==> config.mk <==
export PLATFORM = sky130hd
export DESIGN_NAME = traffic_light_controller
export DESIGN_NICKNAME = d
export VERILOG_FILES = /design/src/rtl/traffic_light_controller.sv
export SDC_FILE = /design/constraint.sdc
export NUM_CORES = 1
export LEC_CHECK = 0
export BUFFER_PORTS_ARGS = -buffer_cell sky130_fd_sc_hd__buf_4
export CAP_MARGIN = 10
export CORE_MARGIN = 5
export CORE_UTILIZATION = 45
export CTS_BUF_LIST = sky130_fd_sc_hd__clkbuf_4 sky130_fd_sc_hd__clkbuf_8
export DETAILED_ROUTE_END_ITERATION = 6
export PLACE_DENSITY = 0.65
export REMOVE_ABC_BUFFERS = 1
export SETUP_SLACK_MARGIN = 0.2
export SYNTH_ARGS = -nofsm -noshare
export SYNTH_HDL_FRONTEND = slang
export SYNTH_SLANG_ARGS = --single-unit
==> constraint.sdc <==
create_clock -name clk -period 3.8 [get_ports clk]
set_clock_uncertainty 0.05 [all_clocks]
set_input_delay 0.19 -clock clk [delete_from_list [all_inputs] [get_ports clk]]
set_output_delay 0.19 -clock clk [all_outputs]
set_load 0.02 [all_outputs]
==> src/rtl/traffic_light_controller.sv <==
// Two-road junction sequencer: main road rests on green, side road is served on
// latched demand with min/max green, yellow and all-red clearance timing.
module traffic_light_controller #(
  parameter int CNT_W    = 8,
  parameter int MAIN_MIN = 8,
  parameter int SIDE_MIN = 4,
  parameter int SIDE_MAX = 10,
  parameter int YEL      = 3,
  parameter int AR       = 2
) (
  input  logic       clk,
  input  logic       rst,
  input  logic       side_req,
  output logic [2:0] main_light,
  output logic [2:0] side_light,
  output logic [2:0] state
);

  typedef enum logic [2:0] {
    MAIN_GREEN  = 3'd0,
    MAIN_YELLOW = 3'd1,
    ALL_RED_1   = 3'd2,
    SIDE_GREEN  = 3'd3,
    SIDE_YELLOW = 3'd4,
    ALL_RED_2   = 3'd5
  } phase_e;

  localparam logic [2:0] L_RED = 3'b100;
  localparam logic [2:0] L_YEL = 3'b010;
  localparam logic [2:0] L_GRN = 3'b001;

  localparam logic [CNT_W-1:0] MAIN_LAST = CNT_W'(MAIN_MIN - 1);
  localparam logic [CNT_W-1:0] SMIN_LAST = CNT_W'(SIDE_MIN - 1);
  localparam logic [CNT_W-1:0] SMAX_LAST = CNT_W'(SIDE_MAX - 1);
  localparam logic [CNT_W-1:0] YEL_LAST  = CNT_W'(YEL - 1);
  localparam logic [CNT_W-1:0] AR_LAST   = CNT_W'(AR - 1);
  localparam logic [CNT_W-1:0] CNT_MAX   = {CNT_W{1'b1}};

  phase_e           state_q, state_d;
  logic [CNT_W-1:0] cnt_q, cnt_d;
  logic             req_lat_q, req_lat_d;
  logic             demand;

  assign demand = req_lat_q | side_req;

  always_ff @(posedge clk or posedge rst) begin
    if (rst) begin
      state_q   <= MAIN_GREEN;
      cnt_q     <= '0;
      req_lat_q <= 1'b0;
    end else begin
      state_q   <= state_d;
      cnt_q     <= cnt_d;
      req_lat_q <= req_lat_d;
    end
  end

  always_comb begin
    state_d = state_q;
    case (state_q)
      MAIN_GREEN:  if (cnt_q >= MAIN_LAST && demand) state_d = MAIN_YELLOW;
      MAIN_YELLOW: if (cnt_q == YEL_LAST)            state_d = ALL_RED_1;
      ALL_RED_1:   if (cnt_q == AR_LAST)             state_d = SIDE_GREEN;
      // The max-green limit ends the phase even while the side road still asks.
      SIDE_GREEN:  if (cnt_q == SMAX_LAST || (cnt_q >= SMIN_LAST && !side_req))
                     state_d = SIDE_YELLOW;
      SIDE_YELLOW: if (cnt_q == YEL_LAST)            state_d = ALL_RED_2;
      ALL_RED_2:   if (cnt_q == AR_LAST)             state_d = MAIN_GREEN;
      default:     state_d = MAIN_GREEN;
    endcase
  end

  // Counter restarts on every phase entry and saturates while main rests.
  always_comb begin
    cnt_d = cnt_q;
    if (state_d != state_q)  cnt_d = '0;
    else if (cnt_q != CNT_MAX) cnt_d = cnt_q + CNT_W'(1);
  end

  // Entering side green consumes the demand, even if side_req is high that edge.
  always_comb begin
    req_lat_d = req_lat_q;
    if (state_d == SIDE_GREEN && state_q != SIDE_GREEN) req_lat_d = 1'b0;
    else if (side_req && state_q != SIDE_GREEN)         req_lat_d = 1'b1;
  end

  always_comb begin
    main_light = L_RED;
    side_light = L_RED;
    case (state_q)
      MAIN_GREEN:  main_light = L_GRN;
      MAIN_YELLOW: main_light = L_YEL;
      SIDE_GREEN:  side_light = L_GRN;
      SIDE_YELLOW: side_light = L_YEL;
      default: ;
    endcase
  end

  assign state = state_q;

endmodule
==> insert_results.sql <==
INSERT INTO impl_metrics (metric_group, metric, value, unit) VALUES
('worst_setup_path', 'crit_path_start_kind', 'register', ''),
('detailed_routing', 'ant_nets', '0', ''),
('timing', 'achievable-frequency', '429', 'MHz'),
('grt', 'overflow', '0', ''),
('logic_synthesis', 'post_synth_num_cell_types', '35', ''),
('timing', 'hold_viol_final', '0', ''),
('detailed_routing', 'detailroute.wirelength.met3', '117', 'microns'),
('placement', 'pre_cts_slack', '1.47', 'ns'),
('worst_setup_path', 'worst_ep_arrival_time', '2.43', 'ns'),
('timing', 'final-max-slew-violation-count', '0', ''),
('detailed_routing', 'detailroute.via_count', '788', ''),
('detailed_routing', 'drt_total_wl', '1920', 'microns'),
('clock_tree', 'insertion_delay', '0.29', 'ns'),
('clock_tree', 'root_buffer', 'sky130_fd_sc_hd__clkbuf_4', ''),
('finish', 'finish.net_count', '125', ''),
('grt', 'number_of_antenna_violations_at_the_first_check_in_global_routing', '0', ''),
('logic_synthesis', 'synth_flop_cell', 'sky130_fd_sc_hd__dfrtp_1', ''),
('grt', 'grt_max_degree', '14', ''),
('logic_synthesis', 'asyncSetResetFlopFracSynth', '1.00', ''),
('detailed_routing', 'highest_layer', 'met4', ''),
('detailed_routing', 'routedWlPerCell', '13.4', 'microns'),
('finish', 'area_of_combinational_cells_with_multiple_inputs', '522', 'sq um'),
('worst_setup_path', 'timing_worst_setup_path_type', 'register to register', ''),
('floorplan', 'placement_rows', '15', ''),
('timing', 'final.period_utilization', '0.613', ''),
('worst_setup_path', 'r2r-start', 'cnt_q[5]$_DFFE_PP0P_', ''),
('detailed_routing', 'met2_wirelength', '882', 'microns'),
('worst_setup_path', 'worst-r2r-cell-count', '5', ''),
('detailed_routing', 'initialDrtViolationCount', '23', ''),
('floorplan', 'ios', '12', ''),
('timing', 'setup_viol_count_final', '0', ''),
('logic_synthesis', 'post_synth_instance_area', '867', 'sq um'),
('clock_tree', 'tritoncts_num_sinks', '12', ''),
('finish', 'fillers', '177', ''),
('finish', 'fraction_of_final_layout_cells_with_drive_strength_greater_than_1', '0.186', ''),
('finish', 'layout.area.seq', '300', 'sq um'),
('timing', 'max-slew-margin-rel', '0.497', ''),
('logic_synthesis', 'synth.ff_latch_count', '12', ''),
('run', 'maxCapViolations', '0', ''),
('logic_synthesis', 'synth_edf_count', '0', ''),
('worst_setup_path', 'worst_setup_path_startpoint', 'cnt_q[5]$_DFFE_PP0P_', ''),
('worst_setup_path', 'cp-end-kind', 'register', ''),
('clock_tree', 'h_tree_lvl_count', '1', ''),
('placement', 'numPortBuffers', '11', ''),
('clock_tree', 'clk_pin_slew', '0.09', 'ns'),
('placement', 'routability_driven_placement_congestion_ratio', '0.904', ''),
('finish', 'antenna-diode-count', '0', ''),
('timing', 'setup_tns', '0', 'ns'),
('grt', 'groute.usage.overall', '0.161', ''),
('detailed_routing', 'drt_pass1_iterations', '4', ''),
('worst_setup_path', 'critical_path.reg2reg.endpoint', 'cnt_q[4]$_DFFE_PP0P_', ''),
('grt', 'grt_pass1_vias', '724', ''),
('power_and_ir_drop', 'power.ir.vdd_worst', '437', 'uV'),
('floorplan', 'fp.dieArea', '2900', 'sq um'),
('finish', 'final_cells', '143', ''),
('detailed_routing', 'met1Wirelength', '884', 'microns'),
('run_status', 'result_of_the_run', 'complete, no violations', ''),
('finish', 'final_core_util', '0.566', ''),
('power_and_ir_drop', 'power.density', '875', 'nW/um^2'),
('detailed_routing', 'routed_via_density', '5.51', ''),
('floorplan', 'core_area', '1780', 'sq um'),
('timing', 'finalWorstSetupSlack', '1.47', 'ns'),
('placement', 'post_detail_place_hpwl', '1440', 'microns'),
('logic_synthesis', 'seq_area_frac_synth', '0.346', ''),
('worst_setup_path', 'cp_data_required_time', '3.90', 'ns'),
('placement', 'placed_cells', '138', ''),
('logic_synthesis', 'avgSynthCellArea', '8.10', 'sq um'),
('min_path', 'worstHoldEndpoint', 'req_lat_q$_DFFE_PP0P_', ''),
('floorplan', 'die_width', '53.9', 'microns'),
('min_path', 'hold_path_class', 'input pin to register', ''),
('clock_tree', 'tritoncts', 'built', '');
==> layer usage <==
metal  up-vias  GRT usage
li1        395          -
met1       367      0.203
met2        22      0.244
met3         4     0.0332
met4         0      0.111
met5         -          0
==> cells by family after synthesis <==
| group | share of synthesized area |
|---|---|
| XOR/XNOR | 0.0101 |
| buffers and inverters | 0.0520 |
| flip-flops | 0.346 |
| adder cells (fa/ha/maj) | 0.0433 |
| AND/OR/NAND/NOR | 0.348 |
| AO/OA/AOI/OAI | 0.178 |
| multiplexers | 0.0231 |
==> layout make-up <==
type                       instances  share of cell area
timing repair buffer              12              0.0918
multi-input combinational         83               0.517
clock buffer                       4              0.0360
sequential                        12               0.298
tap                               25              0.0310
inverter                           7              0.0261
==> through the flow <==
stage / total power [uW] / instance area (sq um) / hold slack, ns
3_5_place_dp: 777 / 962 / 0.187
6_report: 882 / 1010 / 0.130
2_1_floorplan: 611 / 848 / 0.00470
5_1_grt: 959 / 1010 / 0.120
3_3_place_gp: 776 / 962 / 0.189
4_1_cts: 888 / 1010 / 0.123
==> worst max-delay path, stage by stage (launching register included) <==
cell,delay [ns]
sky130_fd_sc_hd__dfrtp_1,0.44
sky130_fd_sc_hd__nor4_1,0.69
sky130_fd_sc_hd__and3_2,0.30
sky130_fd_sc_hd__o21ai_0,0.13
sky130_fd_sc_hd__o311ai_4,0.47
sky130_fd_sc_hd__nor3_1,0.12
==> timing repair <==
item,in CTS,in global routing
hold buffers,1,0
resized for setup,0,0
setup buffers,0,0
hold endpoints to repair,12,0
==> flip-flops by register name, indices dropped and copies added, names as in the netlist <==
| name | count |
|---|---|
| state | 3 |
| cnt_q | 8 |
| req_lat_q | 1 |
==> synthesized netlist by cell type (2+ instances only) <==
library cell / instances / share of area
sky130_fd_sc_hd__ha_1: 3 / 0.043
sky130_fd_sc_hd__a211oi_1: 2 / 0.017
sky130_fd_sc_hd__nor3_1: 4 / 0.023
sky130_fd_sc_hd__a21oi_1: 5 / 0.029
sky130_fd_sc_hd__mux2i_1: 2 / 0.023
sky130_fd_sc_hd__nor2b_1: 4 / 0.029
sky130_fd_sc_hd__o21ai_0: 6 / 0.035
sky130_fd_sc_hd__or2_2: 2 / 0.014
sky130_fd_sc_hd__clkbuf_1: 5 / 0.022
sky130_fd_sc_hd__nand3b_1: 2 / 0.017
sky130_fd_sc_hd__dfrtp_1: 12 / 0.35
sky130_fd_sc_hd__inv_1: 7 / 0.030
sky130_fd_sc_hd__nand2_1: 13 / 0.056
sky130_fd_sc_hd__nand3_1: 7 / 0.040
sky130_fd_sc_hd__nor2_1: 13 / 0.056
==> placed cells by master (no fill, tap or decap), drive strengths merged, types with 2 or more instances in the layout <==
cell type / Yosys / final
nand2: 13 / 13
nor2: 13 / 13
dfrtp: 12 / 12
buf: 0 / 11
inv: 7 / 7
nand3: 7 / 7
o21ai: 6 / 6
a21oi: 5 / 5
nor2b: 4 / 4
nor3: 4 / 4
clkbuf: 5 / 4
ha: 3 / 3
nand3b: 2 / 2
mux2i: 2 / 2
or2: 2 / 2
a211oi: 2 / 2
and3: 2 / 2
o311ai: 2 / 2
==> report_power, final <==
part	total [uW]	switching (uW)	leakage, uW	internal (uW)
combinational	522	299	0.000280	223
sequential	252	80.9	0.000153	171
clock	108	50.1	0.0000210	58.4
total	882	430	0.000454	453
==> worst max-delay path by stage <==
stage / end / slack, ns / depth (start not counted)
after floorplan: cnt_q[4]$_DFFE_PP0P_ / 1.75 / 5
after global placement: cnt_q[1]$_DFFE_PP0P_ / 1.49 / 5
after detailed placement: cnt_q[4]$_DFFE_PP0P_ / 1.47 / 5
after CTS: cnt_q[4]$_DFFE_PP0P_ / 1.46 / 5
after global routing: cnt_q[4]$_DFFE_PP0P_ / 1.26 / 5
final: cnt_q[4]$_DFFE_PP0P_ / 1.47 / 5
No activity file was read; power rests on OpenSTA's default activity.
